## src/rtl/quad_decoder.sv

```systemverilog
// x4 quadrature decoder: synchronizes and debounces the A/B phases, then counts one step per accepted phase edge.
// The 32-bit position wraps modulo 2^WIDTH, and illegal double-bit transitions set a sticky error flag.
module quad_decoder #(
    parameter int FILTER_LEN = 4,
    parameter int WIDTH      = 32
) (
    input  logic             clk,
    input  logic             rst_n,
    input  logic             a_in,
    input  logic             b_in,
    input  logic             clr,
    output logic [WIDTH-1:0] position,
    output logic             dir,
    output logic             step,
    output logic             err
);

    // state | meaning
    // INIT  | waiting for the first stable {a,b}; it becomes the reference with no count
    // TRACK | every accepted {a,b} change is classified as up, down or illegal

    typedef enum logic {INIT, TRACK} state_t;
    typedef enum logic [1:0] {EV_NONE, EV_UP, EV_DOWN, EV_ILL} event_t;

    localparam logic [7:0]       CNT_MAX = 8'(FILTER_LEN);
    localparam logic [WIDTH-1:0] ONE     = WIDTH'(1);

    logic [1:0] a_sync, b_sync;
    logic [1:0] s, cand, q;
    logic [7:0] cnt;
    logic       accept;
    state_t     state;
    event_t     ev;

    assign s      = {a_sync[1], b_sync[1]};
    assign accept = (cnt == CNT_MAX) && ((state == INIT) || (cand != q));

    always_ff @(posedge clk) begin
        if (!rst_n) begin
            a_sync <= 2'b00;
            b_sync <= 2'b00;
            cand   <= 2'b00;
            cnt    <= 8'd0;
        end else begin
            a_sync <= {a_sync[0], a_in};
            b_sync <= {b_sync[0], b_in};
            if (s != cand) begin
                cand <= s;
                cnt  <= 8'd1;
            end else if (cnt < CNT_MAX) begin
                cnt <= cnt + 8'd1;
            end
        end
    end

    // In gray order {A,B} a single-bit move is "up" exactly when old B differs from new A.
    always_ff @(posedge clk) begin
        if (!rst_n) begin
            state <= INIT;
            q     <= 2'b00;
            ev    <= EV_NONE;
        end else begin
            ev <= EV_NONE;
            if (accept) begin
                q <= cand;
                if (state == INIT)
                    state <= TRACK;
                else if ((cand ^ q) == 2'b11)
                    ev <= EV_ILL;
                else if (q[0] ^ cand[1])
                    ev <= EV_UP;
                else
                    ev <= EV_DOWN;
            end
        end
    end

    always_ff @(posedge clk) begin
        if (!rst_n) begin
            position <= '0;
            dir      <= 1'b0;
            step     <= 1'b0;
            err      <= 1'b0;
        end else begin
            step <= 1'b0;
            case (ev)
                EV_UP: begin
                    position <= position + ONE;
                    dir      <= 1'b1;
                    step     <= 1'b1;
                end
                EV_DOWN: begin
                    position <= position - ONE;
                    dir      <= 1'b0;
                    step     <= 1'b1;
                end
                EV_ILL:  err <= 1'b1;
                default: ;
            endcase
            // clr overrides the count but the step/dir report of a coincident step survives.
            if (clr) begin
                position <= '0;
                err      <= 1'b0;
            end
        end
    end

endmodule

```

## config.mk

```make
export PLATFORM = sky130hd
export DESIGN_NAME = quad_decoder
export DESIGN_NICKNAME = d
export VERILOG_FILES = /design/src/rtl/quad_decoder.sv
export SDC_FILE = /design/constraint.sdc
export NUM_CORES = 1
export LEC_CHECK = 0
export CORE_UTILIZATION = 25
export CTS_BUF_LIST = sky130_fd_sc_hd__clkbuf_8
export DETAILED_ROUTE_END_ITERATION = 16
export GPL_TIMING_DRIVEN = 0
export PLACE_DENSITY_LB_ADDON = 0.05
export SYNTH_ARGS = -nofsm -noshare
export SYNTH_HDL_FRONTEND = slang
export SYNTH_SLANG_ARGS = --single-unit
export TNS_END_PERCENT = 50
```

## constraint.sdc

```tcl
create_clock -name clk -period 5.7 [get_ports clk]
set_clock_uncertainty 0.05 [all_clocks]
set_input_delay 0.855 -clock clk [delete_from_list [all_inputs] [get_ports clk]]
set_output_delay 0.855 -clock clk [all_outputs]
set_load 0.05 [all_outputs]
```

Word level (Yosys, flattened, before mapping)
Cells that the tools add are included.
Word-level totals
  register bits: 54
  latch bits: 0
  memory bits (writable): 0
  ROM bits: 0
  input bits: 5
  output and inout port bits: 35
  word-level logic and storage cells: 42
  memories kept: 0
Cells by class
  $add $sub $neg: 3
  multipliers: 0
  div/mod/pow operators: 0
  $lt $le $gt $ge: 1
  equality and inequality tests: 7
  shift-type cells: 0
  mux-type cells: 7
  bitwise gates (word level): 4
  reductions and logical operators: 8
Operators with widths (number)
  case mux 32 bit (2 select lines): 1
  adder 32 x 1 -> 32 bit, second input constant: 1
  subtractor 32 x 1 -> 32 bit, second input constant: 1
  adder 8 x 1 -> 8 bit, second input constant: 1
  == test 8 x 3 -> 1 bit, second input constant: 1
  less-than comparator 8 x 3 -> 1 bit, second input constant: 1
  == test 2 bit, second input constant: 3
  OR reduction 2 bit: 3
  two-way mux 2 bit: 2
  != test 2 bit: 2
  nonzero test 2 bit: 2
  two-way mux 1 bit: 3
  AND reduction 3 bit: 1
  == test 2 x 1 -> 1 bit, second input constant: 1
  inverter 1 bit: 2
  case mux 1 bit (2 select lines): 1
  XOR 2 bit: 1
  logical AND 1 bit: 1
  logical OR 1 bit: 1
  XOR 1 bit: 1

Longest topological paths before layout
  depth in word-level cells: 4
  depth in mapped cells: 17

Worst setup path before layout
No wires, ideal clock.
  kind: register -> register
  start: register ev[0]
  end: register position[28]
  library setup time: 0.070 ns
  arrival: 4.013 ns
  required time: 5.580 ns
  path slack: 1.567 ns
  stages on the path, launching flop included: 18
  clock period less this slack: 4.133 ns
  cells stage by stage: dfxtp_1 > inv_1 > ha_1 > buf_2 > buf_2 > buf_2 > buf_1 > buf_1 > xor2_1 > ha_1 > nor4_1 > or4_1 > o21a_1 > o31a_1 > o21ai_2 > mux2_1 > or3_1 > a21oi_1
Between the ends
  longest elaborated chain between the ends: 2
  elaborated cells on any way between the ends: 4
  classes of those cells: 2 x eq/ne; 1 x mux; 1 x reduce/logical
RTL lines
  from (decl): line 33  | event_t ev;
  from (signal assigned): line 61  | ev <= EV_NONE;
  from (signal assigned): line 63  | ev <= EV_NONE;
  from (signal assigned): line 69  | ev <= EV_ILL;
  == test 2 bit or == test 2 x 1 -> 1 bit (tied branches): line 86  | case (ev)
  case mux 32 bit (2 select lines) or nonzero test 2 bit (tied branches)
  to (signal assigned): line 88  | position <= position + ONE;
  to (signal assigned): line 93  | position <= position - ONE;
  to (decl): line 12  | output logic [WIDTH-1:0] position,
Several ways; a longest one is shown, not always the timed one.
A chain may end at the register's enable or synchronous reset.

Worst setup path after layout
Same ends and word-level chain as after synthesis.

==> impl_metrics.csv <==
group,metric,value,unit
logic_synthesis,syn-num-nets,584,
placement,hpwl,11.40,mm
critical_path,critPathBufInv,6,
floorplan,num_rows,46,
route,drt-total-wl,15.58,mm
grt,grt_pass1_vias,4194,
logic_synthesis,synth_warnings,0,
power_and_ir_drop,p_comb_frac,0.040,
power_and_ir_drop,p_sw_frac,0.2734,
critical_path,reg2regPathDepth,17,
grt,grt_pass1_wl,24.45,mm
sta,finalHoldViolations,0,
route,drt_iter0_drc,351,
placement,place_congestion,0.8419,
cts,ctsResizeCount,0,
placement,pre_cts_slack,173.1,ps
floorplan,core,16120,sq um
critical_path,end_kind,"flip-flop",
power_and_ir_drop,p_int,0.4843,mW
sta,fin_setup_tns,0,ps
finish,layout_common_cells,"dfxtp_1 (54), nor2_1 (50), o21ai_0 (50)",
sta,worst_pin_slew,841.2,ps
sta,worst_slack,231.1,ps
min_path,holdPathStages,1,
cts,clock_latency,350,ps
cts,cts_made_buffers,5,
placement,post_dp_cell_area,4836,sq um
critical_path,max_stage_delay,520,ps
power_and_ir_drop,p_sw,0.1823,mW
logic_synthesis,synthCells,573,
power_and_ir_drop,pwr-share-seq,0.575,
route,ant_nets,0,
sta,finalCriticalPeriod,5469,ps
critical_path,worstPathArrival,5690,ps
floorplan,ios,40,
placement,portBuffers,39,
power_and_ir_drop,vdd_drop_max,94.14,uV
cts,h-tree-depth,2,
cts,hold_buffers,0,
grt,antenna_found_initial,0,
status,outcome,"complete, no violations",
grt,grt_max_degree,20,
finish,drive_gt1_frac,0.03710,
sta,slew_headroom,0.4392,
critical_path,path_cells,"inv_1 -> ha_1 -> buf_2 -> buf_2 -> buf_2 -> buf_1 -> clkbuf_2 -> xor2_1 -> ha_1 -> nor4_1 -> or4_1 -> o21a_1 -> o31a_1 -> o21ai_2 -> mux2_1 -> or3_1 -> a21oi_1",
power_and_ir_drop,p_leak,1.614,nW
floorplan,initial_core_util,0.2591,
finish,area_growth,18.19,%
logic_synthesis,synthDistinctLibCells,70,
route,wire_per_inst,18.63,um
logic_synthesis,ys_async_sr_fraction,0,
route,drt_pass1_iterations,4,
route,drcViolationCount,0,
critical_path,crit_type,"reg2reg",
route,avgViaCountPerCell,5.372,
critical_path,critPathMaxFanout,10,
route,route.vias.total,4491,
logic_synthesis,syn_area,4175,sq um
finish,final_nets,630,
job,maxCapViolCount,0,
floorplan,die_y,131.2,um
min_path,worst_hold_path.endpoint,"b_sync[1]$_SDFF_PN0_",
critical_path,path_common_cell,"buf_2",
logic_synthesis,synth-main-ff-cell,"dfxtp_1",
logic_synthesis,ys_seq_area_frac,0.2589,
critical_path,path_delay_family,"buffers and inverters",
critical_path,cp_slowest_cell,"buf_1",
sta,period_share,0.9595,
sta,slew_viol_final,0,
finish,diodes,0,
finish,stdcell_area,4935,sq um
sta,rsz0062_at_grt,"no",
cts,numClockSinks,54,
min_path,min_from,"b_sync[0]$_SDFF_PN0_",
cts,cts_tree,"done",
floorplan,die-area,17220,sq um
cts,cts_root_buf,"clkbuf_8",
critical_path,path_depth,17,
min_path,holdCritPathClass,"reg2reg",
critical_path,required,5920,ps
floorplan,die_x,131.2,um
cts,post-cts-setup-buffer-count,0,
grt,grt.total_usage,0.1825,
sta,finalSetupViolCount,0,
sta,max_freq,182.9,MHz
power_and_ir_drop,p_per_area,135.1,nW/um^2
critical_path,cp-start-kind,"flip-flop",
logic_synthesis,synth-seq-cells,54,
finish,final_common_cell,"dfxtp_1",
critical_path,timing.rr.start,"ev[0]$_SDFF_PN0_",
critical_path,rr_endpoint,"position[28]$_SDFFE_PP0P_",
power_and_ir_drop,pwr-share-clk,0.384,
grt,grt_overflow,0,
critical_path,rrSetupSlack,230,ps
logic_synthesis,synth-edff-count,0,
sta,hold_ws,396.1,ps
logic_synthesis,syn_area_per_cell,7.287,sq um
cts,clk_pin_slew,130,ps
cts,clockBufferDepth,2,
==> registers in the layout, indices dropped and copies added, names as in the netlist <==
register	count
b_sync	2
cand	2
q	2
cnt	8
err	1
a_sync	2
step	1
state	1
ev	2
dir	1
position	32
==> cell type report <==
cell class | count | area, sq um
fill | 1796 | 11180
multi-input combinational | 453 | 2834
sequential | 54 | 1081
timing repair buffer | 39 | 390.4
tap | 216 | 270.3
buffer | 55 | 220.2
clock buffer | 5 | 68.82
inverter | 11 | 41.29
clock inverter | 3 | 28.78
==> cells by family after synthesis <==
logic type	synth area share
DFF	0.2589
AOI/OAI and AO/OA	0.2853
buffers and inverters	0.06233
xor gates and xnor gates	0.05664
and+or+nand+nor	0.2922
muxes	0.02667
adders and majority gates	0.01798
==> worst register-to-register path, cell delays in order, from the launching register on <==
cell,delay [ps]
dfxtp_1,340
inv_1,70
ha_1,330
buf_2,330
buf_2,320
buf_2,330
buf_1,520
clkbuf_2,390
xor2_1,180
ha_1,210
nor4_1,70
or4_1,520
o21a_1,260
o31a_1,410
o21ai_2,260
mux2_1,370
or3_1,310
a21oi_1,130
==> through the flow <==
step,std cells,total power [mW],util
after floorplan,573,0.4085,-
after global placement,828,0.4193,0.3001
after detailed placement,828,0.4197,0.3001
after CTS,836,0.6892,0.3061
after global routing,836,0.7008,0.3062
final,836,0.6666,0.3062
==> synth_stat cells (all sizes together), types with 5 or more instances <==
cell    count  share of area
a21oi      39          0.047
a22oi       6          0.011
a31oi       5         0.0075
and2       11          0.016
and3       11          0.016
and4b       6          0.014
buf        12          0.014
clkbuf     43          0.039
dfxtp      54           0.26
ha          6          0.018
inv        11         0.0099
mux2i      10          0.024
nand2      32          0.029
nand2b      8          0.012
nand3      15          0.018
nor2       50          0.045
nor2b      13          0.019
nor3       19          0.023
nor3b       7          0.013
nor4       11          0.016
o21a       12          0.022
o21ai      61          0.074
o22ai       5         0.0075
o31a        9          0.019
o31ai       5         0.0090
or3        20          0.030
or4         5         0.0090
xnor2      21          0.044
xor2        6          0.013
==> power groups by stage <==
stage / sequential [mW] / clock, mW / combinational (mW)
after global placement: 0.392 / 0 / 0.0272
after floorplan: 0.392 / 0 / 0.0169
after CTS: 0.384 / 0.278 / 0.0276
final: 0.384 / 0.256 / 0.0269
after detailed placement: 0.392 / 0 / 0.0275
after global routing: 0.385 / 0.286 / 0.0306
==> metal layers <==
metal	routed length [um]	track usage	vias to the layer above
li1	-	-	2200
met1	7551	0.2508	2130
met2	6855	0.2846	132
met3	710	0.02932	29
met4	461	0.06797	0
met5	0	0	-
==> worst max path at each step <==
| stage | start | slack (ps) | to |
|---|---|---|---|
| 6_report | ev[0]$_SDFF_PN0_ | 230 | position[28]$_SDFFE_PP0P_ |
| 4_1_cts | ev[0]$_SDFF_PN0_ | 120 | position[28]$_SDFFE_PP0P_ |
| 5_1_grt | ev[0]$_SDFF_PN0_ | 30 | position[28]$_SDFFE_PP0P_ |
| 2_1_floorplan | ev[0]$_SDFF_PN0_ | 1570 | position[28]$_SDFFE_PP0P_ |
| 3_5_place_dp | ev[0]$_SDFF_PN0_ | 170 | position[28]$_SDFFE_PP0P_ |
| 3_3_place_gp | ev[0]$_SDFF_PN0_ | 110 | position[28]$_SDFFE_PP0P_ |
Power figures use the tool's default switching activity.
